**config.mk**
```make
export PLATFORM = sky130hd
export DESIGN_NAME = fetch_unit_flat
export DESIGN_NICKNAME = d
export VERILOG_FILES = /design/src/rtl/fetch_unit_pkg.sv /design/src/rtl/fetch_unit_if.sv /design/src/rtl/fetch_unit_pc_reg.sv /design/src/rtl/fetch_unit.sv /design/src/flat_wrapper.sv
export SDC_FILE = /design/constraint.sdc
export NUM_CORES = 1
export LEC_CHECK = 0
export CELL_PAD_IN_SITES_DETAIL_PLACEMENT = 1
export CELL_PAD_IN_SITES_GLOBAL_PLACEMENT = 2
export CORE_UTILIZATION = 28
export CTS_BUF_LIST = sky130_fd_sc_hd__clkbuf_4
export CTS_CLUSTER_SIZE = 30
export DETAILED_ROUTE_END_ITERATION = 6
export PLACE_DENSITY_LB_ADDON = 0.15
export SLEW_MARGIN = 0
export SYNTH_ARGS = -nofsm -noshare
export SYNTH_HDL_FRONTEND = slang
export SYNTH_HIERARCHICAL = 1
export SYNTH_SLANG_ARGS = --single-unit
```
**constraint.sdc**
```tcl
create_clock -name clk -period 2 [get_ports clk]
set_clock_uncertainty 0.05 [all_clocks]
set_input_delay 0.4 -clock clk [delete_from_list [all_inputs] [get_ports clk]]
set_output_delay 0.4 -clock clk [all_outputs]
set_load 0.005 [all_outputs]
```
**src/rtl/fetch_unit_pkg.sv**
```systemverilog
// fetch_unit_pkg: shared state encoding, reset PC default and alignment mask
package fetch_unit_pkg;

    typedef enum logic [1:0] {
        S_FETCH = 2'd0,
        S_WAIT  = 2'd1,
        S_HOLD  = 2'd2,
        S_ERR   = 2'd3
    } state_e;

    localparam logic [31:0] RESET_PC_DEF = 32'h0000_3000;
    localparam logic [1:0]  ALIGN_MASK   = 2'b11;

endpackage

```
**src/rtl/fetch_unit_if.sv**
```systemverilog
// fetch_unit_if: memory port, decode handshake and status bundle of the fetch stage
interface fetch_unit_if;

    logic        IMemReq;
    logic [31:0] IMemAddr;
    logic        IMemReady;
    logic        IMemRespValid;
    logic [31:0] IMemRData;
    logic [31:0] NextPC;
    logic        InstrValid;
    logic [31:0] Instr;
    logic [31:0] CurrentPC;
    logic        InstrAccept;
    logic        AddrErr;
    logic        FetchTimeout;
    logic [31:0] RetiredCount;

    modport master (
        output IMemReq, IMemAddr, InstrValid, Instr, CurrentPC,
               AddrErr, FetchTimeout, RetiredCount,
        input  IMemReady, IMemRespValid, IMemRData, NextPC, InstrAccept
    );

    modport slave (
        input  IMemReq, IMemAddr, InstrValid, Instr, CurrentPC,
               AddrErr, FetchTimeout, RetiredCount,
        output IMemReady, IMemRespValid, IMemRData, NextPC, InstrAccept
    );

endinterface

```
**src/rtl/fetch_unit_pc_reg.sv**
```systemverilog
// fetch_unit_pc_reg: 32-bit PC register with load enable and parameterised reset value
module fetch_unit_pc_reg #(
    parameter logic [31:0] RESET_VAL = 32'h0000_3000
) (
    input  logic        clk,
    input  logic        reset_n,
    input  logic        load_i,
    input  logic [31:0] d_i,
    output logic [31:0] q_o
);

    logic [31:0] pc_q;

    // Load the next PC only when the held instruction is accepted
    always_ff @(posedge clk or negedge reset_n) begin
        if (!reset_n) pc_q <= RESET_VAL;
        else if (load_i) pc_q <= d_i;
    end

    assign q_o = pc_q;

endmodule

```
**src/rtl/fetch_unit.sv**
```systemverilog
// fetch_unit: PC holder that fetches from handshaked memory and hands words to decode
module fetch_unit
    import fetch_unit_pkg::*;
#(
    parameter logic [31:0] RESET_PC = RESET_PC_DEF,
    parameter int          MAX_WAIT = 255
) (
    input  logic         clk,
    input  logic         reset_n,
    fetch_unit_if.master bus
);

    localparam int CW = $clog2(MAX_WAIT + 1);
    localparam logic [CW-1:0] CNT_MAX = CW'(MAX_WAIT);

    state_e        state_q, state_d;
    logic [CW-1:0] cnt_q, cnt_d;
    logic [31:0]   instr_q, instr_d;
    logic [31:0]   retired_q, retired_d;
    logic          addr_err_q, addr_err_d;
    logic          timeout_q, timeout_d;
    logic          pc_load;
    logic [31:0]   pc;
    logic          misaligned;

    fetch_unit_pc_reg #(.RESET_VAL(RESET_PC)) u_pc (
        .clk     (clk),
        .reset_n (reset_n),
        .load_i  (pc_load),
        .d_i     (bus.NextPC),
        .q_o     (pc)
    );

    assign misaligned = |(bus.NextPC[1:0] & ALIGN_MASK);

    // State, captured instruction, counters and sticky flags
    always_ff @(posedge clk or negedge reset_n) begin
        if (!reset_n) begin
            state_q    <= S_FETCH;
            cnt_q      <= '0;
            instr_q    <= '0;
            retired_q  <= '0;
            addr_err_q <= 1'b0;
            timeout_q  <= 1'b0;
        end else begin
            state_q    <= state_d;
            cnt_q      <= cnt_d;
            instr_q    <= instr_d;
            retired_q  <= retired_d;
            addr_err_q <= addr_err_d;
            timeout_q  <= timeout_d;
        end
    end

    // Next state: the wait counter saturates at MAX_WAIT and flags the timeout as it gets there
    always_comb begin
        state_d    = state_q;
        cnt_d      = cnt_q;
        instr_d    = instr_q;
        retired_d  = retired_q;
        addr_err_d = addr_err_q;
        timeout_d  = timeout_q;
        pc_load    = 1'b0;
        case (state_q)
            S_FETCH: if (bus.IMemReady) begin
                state_d = S_WAIT;
                cnt_d   = '0;
            end
            S_WAIT: if (bus.IMemRespValid) begin
                instr_d = bus.IMemRData;
                state_d = S_HOLD;
            end else begin
                cnt_d     = (cnt_q == CNT_MAX) ? cnt_q : cnt_q + 1'b1;
                timeout_d = timeout_q | (cnt_d == CNT_MAX);
            end
            S_HOLD: if (bus.InstrAccept) begin
                pc_load    = 1'b1;
                retired_d  = retired_q + 32'd1;
                state_d    = misaligned ? S_ERR : S_FETCH;
                addr_err_d = addr_err_q | misaligned;
            end
            default: ;
        endcase
    end

    assign bus.IMemReq      = (state_q == S_FETCH) && reset_n;
    assign bus.IMemAddr     = pc;
    assign bus.CurrentPC    = pc;
    assign bus.InstrValid   = (state_q == S_HOLD);
    assign bus.Instr        = instr_q;
    assign bus.AddrErr      = addr_err_q;
    assign bus.FetchTimeout = timeout_q;
    assign bus.RetiredCount = retired_q;

endmodule

```
**src/flat_wrapper.sv**
```systemverilog
// flat-port wrapper written by rule: the top's interface ports become plain ports
module fetch_unit_flat import fetch_unit_pkg::*;
#(
    parameter logic [31:0] RESET_PC = RESET_PC_DEF,
    parameter int          MAX_WAIT = 255
)
  (clk, reset_n, bus_IMemReq, bus_IMemAddr, bus_InstrValid, bus_Instr, bus_CurrentPC, bus_AddrErr, bus_FetchTimeout, bus_RetiredCount, bus_IMemReady, bus_IMemRespValid, bus_IMemRData, bus_NextPC, bus_InstrAccept);
  fetch_unit_if bus_i ();
  input  logic clk;
  input  logic reset_n;
  output wire logic [$bits(bus_i.IMemReq)-1:0] bus_IMemReq;
  output wire logic [$bits(bus_i.IMemAddr)-1:0] bus_IMemAddr;
  output wire logic [$bits(bus_i.InstrValid)-1:0] bus_InstrValid;
  output wire logic [$bits(bus_i.Instr)-1:0] bus_Instr;
  output wire logic [$bits(bus_i.CurrentPC)-1:0] bus_CurrentPC;
  output wire logic [$bits(bus_i.AddrErr)-1:0] bus_AddrErr;
  output wire logic [$bits(bus_i.FetchTimeout)-1:0] bus_FetchTimeout;
  output wire logic [$bits(bus_i.RetiredCount)-1:0] bus_RetiredCount;
  input wire logic [$bits(bus_i.IMemReady)-1:0] bus_IMemReady;
  input wire logic [$bits(bus_i.IMemRespValid)-1:0] bus_IMemRespValid;
  input wire logic [$bits(bus_i.IMemRData)-1:0] bus_IMemRData;
  input wire logic [$bits(bus_i.NextPC)-1:0] bus_NextPC;
  input wire logic [$bits(bus_i.InstrAccept)-1:0] bus_InstrAccept;
  assign bus_IMemReq = bus_i.IMemReq;
  assign bus_IMemAddr = bus_i.IMemAddr;
  assign bus_InstrValid = bus_i.InstrValid;
  assign bus_Instr = bus_i.Instr;
  assign bus_CurrentPC = bus_i.CurrentPC;
  assign bus_AddrErr = bus_i.AddrErr;
  assign bus_FetchTimeout = bus_i.FetchTimeout;
  assign bus_RetiredCount = bus_i.RetiredCount;
  assign bus_i.IMemReady = bus_IMemReady;
  assign bus_i.IMemRespValid = bus_IMemRespValid;
  assign bus_i.IMemRData = bus_IMemRData;
  assign bus_i.NextPC = bus_NextPC;
  assign bus_i.InstrAccept = bus_InstrAccept;
  fetch_unit #(.RESET_PC(RESET_PC), .MAX_WAIT(MAX_WAIT)) u_core (.clk(clk), .reset_n(reset_n), .bus(bus_i));
endmodule
```
==> impl_results.md, run 1 <==
* Max_cap viols at 0
* Fin crit period at 1.90 ns
* Top Ports at 201
* Met3 Usage GRT at 3.99%
* Family with the most delay on the worst path: simple AND/OR/NAND/NOR gates
* Met2 usage at 28.1%
* Share of layout cells above drive strength 1 at 26.9%
* GRT overflow at 0
* Seq/Total Area, Yosys at 53.7%
* Initial antenna violation count at 1
* Synth Register Bits at 108
* CTS buffer count at 9
* TritonRoute pass-1 iters at 4
* Switching part of the total at 29.8%
* Gate power share at 49.2%
* Max Clk Rate at 527 MHz
* CP required at 2.36 ns
* CTS max path bufs at 2
* Pwr Total at 8.87 mW
* Tightest Pin Transition at 0.606 ns
* Yosys cell types at 47
* Final worst path period share at 94.9%
* Slew HR at 59.6%
* Root cell of the clock tree: clkbuf_4
* Clk pwr share at 11.9%
* Pins Over Slew Limit at 0
* Core Area at 0.0174 sq mm
* Syn Inst Count at 391
* Layout area overhead at 53.5%
* Critical R2R Launch: u_core/bus.RetiredCount[0]
* Global Route Usage Sum at 15.9%
* FF-to-FF setup slack at 0.10 ns
* Leak Pwr at 3.47 nW
* Largest fanout on the critical path at 3
* Worst-Skew Late Latency at 0.49 ns
* Final Non-Filler Cells at 851
* Port Buffers at 200
* First-pass GRT wire length at 22500 um
* Placer Congestion at 0.751
* Clock transition at path regs at 0.17 ns
* Top cell type's share of synthesized area at 52.7%
* 1st-iter DRT viols at 106
* Final setup viols at 0
* Critical path launch point type: flip-flop
* Hold Startpoint: u_core/bus.AddrErr
* Critical path class: flip-flop to flip-flop
* Vias in the first global route at 4094
* P per Cell Area at 1150 mW/mm^2
* CP startpoint: u_core/bus.RetiredCount[0]
* Yosys warnings at 6
* VDD IR max at 0.471 mV
* Total Nets Final at 695
* GRT met1 Usage at 19.2%
* GRT busiest layer: met2
* WL/cell at 16.9 um
* Syn Nets at 466
* CP peak stage delay at 0.61 ns
* Post-Route WL at 14400 um
* Clock sink count at 108
* Hold Fails Final Rpt at 0
* Sequential power share at 38.9%
* Commonest non-fill, non-tap cell in the layout: clkdlybuf4s50_1
* Commonest cells after routing, fill and taps aside: clkdlybuf4s50_1 (175), dfrtp_1 (100), buf_4 (54)
* CP cell instances: buf_4 -> ha_1 -> nand3_1 -> or4_1 -> nor3_1 -> xor2_1
* Mean Syn Cell Area at 12.9 sq um
* Worst setup EP type: flip-flop
* Async set-or-reset flop fraction in the synthesized netlist at 100%
* Detail Route Antenna Nets at 0
* Ys flop type: dfrtp_1
* Largest net degree at the start of global routing at 109
* Site Rows at 48
* Post-DP HPWL at 10400 um
* Vias per cell at 4.47
* Synthesized area at 0.00504 sq mm
* DIE HEIGHT at 136 um
* Chip Width at 136 um
* Die area at 0.0185 sq mm
* Fill cell count at 1874
* P_int at 6.23 mW
* CTS tree: done
* Area contributors post-synth: dfrtp_1 (53%), mux2_4 (8.9%), mux2_2 (7.8%), buf_4 (4.8%), xnor2_1 (4.0%)
* Routed via count at 3802
* Finished Core Util at 44.4%
* Number of buffers and inverters on the critical path at 1
* Slowest library cell on the worst path: or4_1
* Synth area leader: dfrtp_1
* DP Cell Count at 801
* CP arrival at 2.26 ns
* Post-synth EDFFs at 0
* Net Switching at 2.64 mW
* DRC viols at 0
* Starting density of the core at 28.9%
* Status: finished clean
* H-tree Lvls at 3
* Worst min path class: flip-flop to flip-flop
## power groups by stage
stage | clock [mW] | combinational (mW) | sequential (mW)
floorplan | 0 | 1.89 | 3.51
global placement | 0 | 4.16 | 3.51
detailed placement | 0 | 4.24 | 3.54
CTS | 1.13 | 4.34 | 3.47
global route | 1.21 | 4.70 | 3.57
finish | 1.05 | 4.37 | 3.45
## path summary, 6_finish.rpt
| check | end | depth (start not counted) |
|---|---|---|
| max | u_core/bus.RetiredCount[30] | 6 |
| min | u_core/bus.AddrErr | 1 |
| max reg2reg | u_core/bus.RetiredCount[30] | 6 |
| min reg2reg | u_core/bus.AddrErr | 1 |
| max in group asynchronous | u_core/bus.RetiredCount[25] | 3 |
| min in group asynchronous | u_core/u_pc/q_o[0] | 3 |
## registers in the layout, indices dropped and copies added (netlist names)
name / cells
u_core/state_q: 2
u_core/bus.AddrErr: 1
u_core/bus.RetiredCount: 32
u_core/u_pc/q_o: 32
u_core/bus.Instr: 32
u_core/bus.FetchTimeout: 1
u_core/cnt_q: 8
## final cells by class
type                       count  area (sq um)  area share (%)
clock buffer                  10          75.1           0.971
tap                          225           282            3.64
timing repair buffer         262          2550            33.0
clock inverter                 6          48.8           0.631
multi-input combinational    231          2030            26.2
inverter                       8          30.0           0.388
antenna                        1          2.50          0.0324
sequential                   108          2710            35.1
## stage by stage
stage / hold WS [ns] / setup TNS [ns] / area (sq um) / worst slack (ns)
floorplan: 0.0544 / 0 / 5040 / 0.209
global placement: 0.407 / -0.103 / 7250 / -0.0545
detailed placement: 0.419 / -0.214 / 7250 / -0.0955
finish: 0.452 / 0 / 7730 / 0.103
global route: 0.389 / -0.00436 / 7730 / -0.00265
CTS: 0.403 / -0.121 / 7500 / -0.0607
## worst register-to-register path, cell delays in order (launching register included)
cell	delay, ns
dfrtp_1	0.40
buf_4	0.11
ha_1	0.17
nand3_1	0.12
or4_1	0.61
nor3_1	0.20
xor2_1	0.18
## timing repair
item | CTS | global route
pin swaps | 0 | 1
hold buffers | 1 | 0
buffers inserted | 16 | 16
setup endpoints to repair | 22 | 31
resized for setup | 22 | 31
hold endpoints to repair | 106 | 0
## kinds of logic (layout without fill, tap and decap cells)
group / after synthesis / after routing / synth area share (%)
other: 0 / 1 / 0
AOI/OAI and AO/OA: 32 / 32 / 4.10
muxes: 65 / 65 / 16.8
buffers and inverters: 52 / 286 / 7.53
adders and majority gates: 6 / 6 / 1.49
DFF: 108 / 108 / 53.7
xor gates and xnor gates: 32 / 32 / 5.57
and+or+nand+nor: 96 / 96 / 10.8
## routing by layer
layer  share of wire, %  wire [um]
met1                 41       5840
met2                 55       7870
met3                3.5        501
met4                1.1        164
met5                  0          0
## cell usage after synthesis, drive strengths merged (2+ instances only)
cell / number
buf: 40
a31oi: 4
ha: 6
nand3: 22
or3: 2
dfstp: 2
inv: 8
clkbuf: 4
o21ai: 9
nand2: 17
dfrtp: 106
nor4: 6
nand4: 12
a21oi: 6
xor2: 9
nor2: 13
or4: 2
and3: 4
and2: 2
nor3: 8
mux2: 65
nand2b: 3
xnor2: 23
o41ai: 2
o31ai: 2
and4: 2
Power figures use the tool's default switching activity.
==> run 2, diff against run 1 <==
- SYNTH_HIERARCHICAL: 1 -> unset
==> impl_results.md, run 2 <==
* Fin crit period at 1.90 ns (-0.000777 ns)
* DP Cell Count at 777 (-3.0%)
* Commonest cells after routing, fill and taps aside: clkdlybuf4s50_1 (193), dfrtp_1 (92), mux2_2 (66)
* Post-DP HPWL at 9360 um (-9.9%)
* CP peak stage delay at 0.54 ns (-0.07 ns)
* Multi-input logic area at 0.00192 sq mm (-5.3%)
* Routed via count at 3689 (-3.0%)
* CP cell instances: clkdlybuf4s50_1
* P per Cell Area at 1170 mW/mm^2 (+1.6%)
* First-pass GRT wire length at 21000 um (-6.3%)
* Initial antenna violation count at 1 (unchanged)
* Setup TNS at 0 ns (unchanged)
* Synthesized area at 0.00491 sq mm (-2.5%)
* Post-synth EDFFs at 0 (unchanged)
* R2R depth at 6 (unchanged)
* Detail Route Antenna Nets at 0 (unchanged)
* Status: finished clean
* Worst setup EP type: output port
* Vias in the first global route at 3907 (-4.6%)
* Top cell type's share of synthesized area at 54.0% (+1.4 points)
* Leak Pwr at 3.06 nW (-12%)
* Max_cap viols at 0 (unchanged)
* Final setup viols at 0 (unchanged)
* Largest net degree at the start of global routing at 109 (unchanged)
* Most common cell in the synthesized netlist: dfrtp_1
* Critical R2R Launch: u_core.state_q[1]
* Async set-or-reset flop fraction in the synthesized netlist at 100% (unchanged)
* Sequential power share at 40.1% (+1.2 points)
* Clk pwr share at 12.0% (about the same)
* Met3 Usage GRT at 5.22% (+1.2 points)
* Worst-Skew Late Latency at 0.47 ns (-0.02 ns)
* Mean Syn Cell Area at 12.9 sq um (about the same)
* Largest fanout on the critical path at 5 (+2)
* Total Nets Final at 661 (-4.9%)
* DIE HEIGHT at 134 um (-1.2%)
* Clock transition at path regs at 0.16 ns (about the same)
* Yosys warnings at 0 (-6)
* Syn Nets at 456 (-2.1%)
* Layout area overhead at 50.1%
* Starting density of the core at 28.5% (-0.43 points)
* Fill cell count at 1826 (-2.6%)
* Pins Over Slew Limit at 0 (unchanged)
* Critical path class: flip-flop to output port
* GRT met1 Usage at 18.9% (-0.36 points)
* Worst hold stages at 2 (+1)
* CP arrival at 1.45 ns (-0.81 ns)
* Clock sink count at 108 (unchanged)
* Family with the most delay on the worst path: buffers and inverters
* Net Switching at 2.58 mW (-2.1%)
* CP startpoint: u_core.bus.RetiredCount[10]
* Die area at 0.0181 sq mm (-2.5%)
* Synth area leader: dfrtp_1
* Yosys cell types at 46 (-2.1%)
* CTS max path bufs at 2 (unchanged)
* CTS buffer count at 9 (unchanged)
* Placer Congestion at 0.757 (+0.84%)
* Storage cell area at 0.00272 sq mm (+0.37%)
* Post-Route WL at 12800 um (-11%)
* P_int at 6.01 mW (-3.5%)
* Vias per cell at 4.51 (+0.94%)
* GRT overflow at 0 (unchanged)
* Worst min path class: flip-flop to flip-flop
* Global Route Usage Sum at 15.0% (-0.94 points)
* Hold Fails Final Rpt at 0 (unchanged)
* Root cell of the clock tree: clkbuf_4
* Gate power share at 47.9% (-1.3 points)
* Top cells by count, synth: dfrtp_1 (106), mux2_2 (66), buf_4 (32), xnor2_1 (26), nand2_1 (18)
* Crit path depth at 1 (-5)
* Syn Inst Count at 381 (-2.6%)
* Met2 usage at 24.5% (-3.6 points)
* GRT busiest layer: met2
* Commonest non-fill, non-tap cell in the layout: clkdlybuf4s50_1
* Switching part of the total at 30.1% (+0.30 points)
* Slew HR at 57.5% (-2.1 points)
* Post-route cell area at 0.00737 sq mm (-4.6%)
* Number of buffers and inverters on the critical path at 1 (unchanged)
* FF-to-FF setup slack at 0.18 ns (+0.08 ns)
* H-tree Lvls at 3 (unchanged)
* Critical path launch point type: flip-flop
* Pwr Total at 8.59 mW (-3.1%)
* CTS tree: done
* Port Buffers at 200 (unchanged)
* Site Rows at 48 (unchanged)
* Chip Width at 134 um (-1.2%)
* WL/cell at 15.6 um (-7.4%)
* Placed Area at 0.00702 sq mm (-3.1%)
* Synth Register Bits at 108 (unchanged)
* Tightest Pin Transition at 0.637 ns (+0.0310 ns)
* Max Clk Rate at 527 MHz (about the same)
* Slowest library cell on the worst path: clkdlybuf4s50_1
* VDD IR max at 0.476 mV (+1.0%)
* Ys flop type: dfrtp_1
* 1st-iter DRT viols at 101 (-4.7%)
* Top Ports at 201 (unchanged)
* Final Non-Filler Cells at 818 (-3.9%)
* Core Area at 0.0172 sq mm (-1.0%)
* Hold Slack at 0.443 ns (-0.00930 ns)
* TritonRoute pass-1 iters at 5 (+1)
* DRC viols at 0 (unchanged)
* Timing endpoint of the critical path: bus_RetiredCount[10]
* CP required at 1.55 ns (-0.81 ns)
* Final worst path period share at 94.8% (about the same)
* RSZ-0062 raised after global routing: true
* Area contributors post-synth: dfrtp_1 (54%), mux2_2 (15%), buf_4 (4.9%), xnor2_1 (4.6%), ha_1 (1.5%)
* Share of layout cells above drive strength 1 at 27.6% (+0.70 points)
* RR Endpoint: u_core.cnt_q[0]
* Seq/Total Area, Yosys at 55.1% (+1.4 points)
run 2: cell types whose count changed after synthesis, moves of 5 or more:
cell,before,now
nor4_2,5,0
nand4_1,11,5
mux2_4,30,0
buf_2,0,9
nand3_1,21,11
nor3_1,8,1
mux2_2,35,66
run 2: timing repair:
action                                  in CTS  in global routing
buffers inserted                             6                 16
hold endpoints to repair                   106                  0
gates resized for setup                     23                 13
hold buffers                                 1                  0
gates cloned                                 0                  0
endpoints found under the setup margin      17                 24
run 2: cell type report:
cell class	instances	area share (%)
diodes	2	0.0679
clock inverters	7	0.696
multi-input cells	223	26.1
well taps	225	3.82
inverters	7	0.356
clock buffers	9	0.917
flip-flops and latches	108	36.9
repair buffers	237	31.1
run 2: cell families (layout without fill, tap and decap cells):
family,after synthesis,after routing,synth area share [%]
flip-flops,108,108,55.1
AND/OR/NAND/NOR,87,87,11.6
multiplexers,66,66,15.1
other,0,2,0
AO/OA/AOI/OAI,33,33,4.49
XOR/XNOR,31,31,5.53
adder cells (fa/ha/maj),6,6,1.53
buffers and inverters,50,260,6.65
run 2: how the worst min path moves through the flow:
stage	from	end	slack [ns]
after floorplan	reset_n	u_core.bus.AddrErr	0.05
after global placement	u_core.bus.FetchTimeout	u_core.bus.FetchTimeout	0.41
after detailed placement	u_core.bus.FetchTimeout	u_core.bus.FetchTimeout	0.41
after CTS	bus_IMemRData[16]	u_core.bus.Instr[16]	0.41
after global routing	bus_NextPC[16]	u_core.u_pc.q_o[16]	0.41
final	u_core.bus.FetchTimeout	u_core.bus.FetchTimeout	0.44
run 2: metrics by stage:
step / util, % / setup WS [ns]
finish: 42.8 / 0.104
global route: 42.8 / -0.0223
CTS: 41.8 / 0.00105
detailed placement: 40.7 / -0.0826
global placement: 40.7 / 0.00247
floorplan: - / 0.208
run 2: power by group through the flow:
stage	sequential, mW	clock (mW)	combinational [mW]
floorplan	3.49	0	1.75
global placement	3.49	0	3.90
detailed placement	3.54	0	3.97
CTS	3.49	1.12	4.05
global route	3.58	1.22	4.50
finish	3.44	1.03	4.12
run 2: layer usage:
metal | wire length [um] | part of all wire [%] | up-vias
li1 | - | - | 1707
met1 | 5520 | 43 | 1851
met2 | 6180 | 48 | 123
met3 | 982 | 7.7 | 8
met4 | 115 | 0.90 | 0
met5 | 0 | 0 | -
==> run 3, diff against run 2 <==
- CORE_MARGIN: unset -> 5
- GPL_ROUTABILITY_DRIVEN: unset -> 0
==> impl_results.md, run 3 (synthesized netlist as in run 2, its figures left out) <==
* Global Route Usage Sum at 13.5% (-1.5 points)
* Starting density of the core at 28.5% (unchanged)
* Net Switching at 2.56 mW (-0.80%)
* Clk pwr share at 13.2% (+1.2 points)
* Total Nets Final at 652 (-1.4%)
* FF-to-FF setup slack at 0.19 ns (about the same)
* Port Buffers at 200 (unchanged)
* Switching part of the total at 29.6% (-0.44 points)
* Core Area at 0.0172 sq mm (unchanged)
* Vias per cell at 4.54 (+0.57%)
* Post-Route WL at 13600 um (+6.0%)
* DIE HEIGHT at 142 um (+6.0%)
* Final worst path period share at 95.5% (+0.72 points)
* Family with the most delay on the worst path: buffers and inverters
* TritonRoute pass-1 iters at 4 (-1)
* Site Rows at 48 (unchanged)
* WL met2 at 6630 um (+7.2%)
* CTS buffer count at 9 (unchanged)
* WL/cell at 16.8 um (+7.5%)
* Status: finished clean
* Antenna cells at 0 (-2)
* Largest net degree at the start of global routing at 109 (unchanged)
* VDD IR max at 0.495 mV (+4.0%)
* Worst setup EP type: output port
* Hold Fails Final Rpt at 0 (unchanged)
* Final setup viols at 0 (unchanged)
* Die area at 0.0203 sq mm (+12%)
* Root cell of the clock tree: clkbuf_4
* First-pass GRT wire length at 21800 um (+3.6%)
* DRC viols at 0 (unchanged)
* Layout area overhead at 48.5%
* Routed via count at 3660 (-0.79%)
* Clock transition at path regs at 0.18 ns (+0.02 ns)
* Setup TNS at 0 ns (unchanged)
* Slowest library cell on the worst path: clkdlybuf4s50_1
* CTS tree: done
* CP arrival at 1.46 ns (about the same)
* P_int at 6.09 mW (+1.3%)
* Post-DP HPWL at 10200 um (+8.7%)
* Leak Pwr at 3.03 nW (-0.96%)
* P per Cell Area at 1190 mW/mm^2 (+1.8%)
* CP required at 1.55 ns (about the same)
* Critical path launch point type: flip-flop
* Wl on met1 at 5510 um (-0.22%)
* Sequential power share at 39.7% (-0.4 points)
* RSZ-0062 raised after global routing: false
* Max Clk Rate at 523 MHz (-0.76%)
* Commonest cells after routing, fill and taps aside: clkdlybuf4s50_1 (192), dfrtp_1 (96), mux2_2 (66)
* Worst min path class: flip-flop to flip-flop
* Gate power share at 47.1% (-0.8 points)
* Critical path class: flip-flop to output port
* Number of buffers and inverters on the critical path at 1 (unchanged)
* Top Metal Used: met4
* CTS max path bufs at 2 (unchanged)
* Clock sink count at 108 (unchanged)
* Met3 Wirelength at 1280 um (+31%)
* Vias in the first global route at 4028 (+3.1%)
* 1st-iter DRT viols at 60 (-41%)
* Commonest non-fill, non-tap cell in the layout: clkdlybuf4s50_1
* Top Ports at 201 (unchanged)
* GRT overflow at 0 (unchanged)
* H-tree Lvls at 3 (unchanged)
* Finished Core Util at 42.3% (-0.47 points)
* Largest fanout on the critical path at 4 (-1)
* Fin crit period at 1.91 ns (+0.0145 ns)
* Share of layout cells above drive strength 1 at 25.3% (-2.3 points)
* Worst-Skew Late Latency at 0.47 ns (about the same)
* Tightest Pin Transition at 0.585 ns (-0.0524 ns)
* CP cell instances: clkdlybuf4s50_1
* Chip Width at 142 um (+6.0%)
* Detail Route Antenna Nets at 0 (unchanged)
* Slew HR at 61.0% (+3.5 points)
* Initial antenna violation count at 0 (-1)
* Max_cap viols at 0 (unchanged)
* Pwr Total at 8.65 mW (+0.66%)
* CP peak stage delay at 0.54 ns (about the same)
* Pins Over Slew Limit at 0 (unchanged)
## run 3: changes by cell type in the layout (fill, tap and decap cells not counted), moves of 2 or more
cell and change:
clkinvlp_4 -2, clkbuf_4 +2, nor2b_1 +2, dfrtp_1 +4, dfrtp_2 -4, buf_4 -10, diode_2 -2
## run 3: final cells by class
class	count	area [sq um]
tap	225	282
sequential	108	2720
inverter	7	26.3
fill	1880	9950
clock buffer	11	82.6
multi-input combinational	223	1890
timing repair buffer	228	2230
clock inverter	5	55.1
## run 3: power groups by stage
| stage | combinational (mW) | clock, mW | sequential, mW |
|---|---|---|---|
| finish | 4.07 | 1.14 | 3.44 |
| global route | 4.40 | 1.31 | 3.57 |
| CTS | 4.09 | 1.23 | 3.48 |
| detailed placement | 4.05 | 0 | 3.54 |
| global placement | 3.97 | 0 | 3.49 |
| floorplan | 1.75 | 0 | 3.49 |
## run 3: worst paths after layout
path / startpoint / end / depth (start not counted)
worst min-delay path: u_core.bus.RetiredCount[31] / u_core.bus.RetiredCount[31] / 1
min in group asynchronous: reset_n / u_core.bus.Instr[9] / 3
max in group asynchronous: reset_n / u_core.bus.RetiredCount[9] / 3
worst min register to register: u_core.bus.RetiredCount[31] / u_core.bus.RetiredCount[31] / 1
worst max-delay path: u_core.bus.RetiredCount[7] / bus_RetiredCount[7] / 1
worst max register to register: u_core.state_q[0] / u_core.cnt_q[0] / 6
## run 3: repair_timing
| action | CTS | global route |
|---|---|---|
| endpoints found under the hold margin | 106 | 0 |
| buffers inserted | 4 | 9 |
| hold buffers | 1 | 0 |
| setup endpoints to repair | 16 | 10 |
| resized for setup | 22 | 5 |
| pin swaps | 0 | 0 |
## run 3: per-layer routing
layer	vias to the layer above	GRT usage (%)
li1	1691	-
met1	1838	15.7
met2	121	23.1
met3	10	5.21
met4	0	4.20
met5	-	0
## run 3: metrics by stage
| stage | cells | hold WS, ns | cell area, sq um | setup slack, ns |
|---|---|---|---|---|
| final | 807 | 0.437 | 7290 | 0.0893 |
| after global routing | 807 | 0.419 | 7290 | 0.0112 |
| after CTS | 798 | 0.415 | 7220 | 0.00235 |
| after detailed placement | 777 | 0.414 | 7030 | -0.0772 |
| after global placement | 777 | 0.405 | 7030 | -0.0400 |
| after floorplan | 381 | 0.0544 | 4910 | 0.208 |
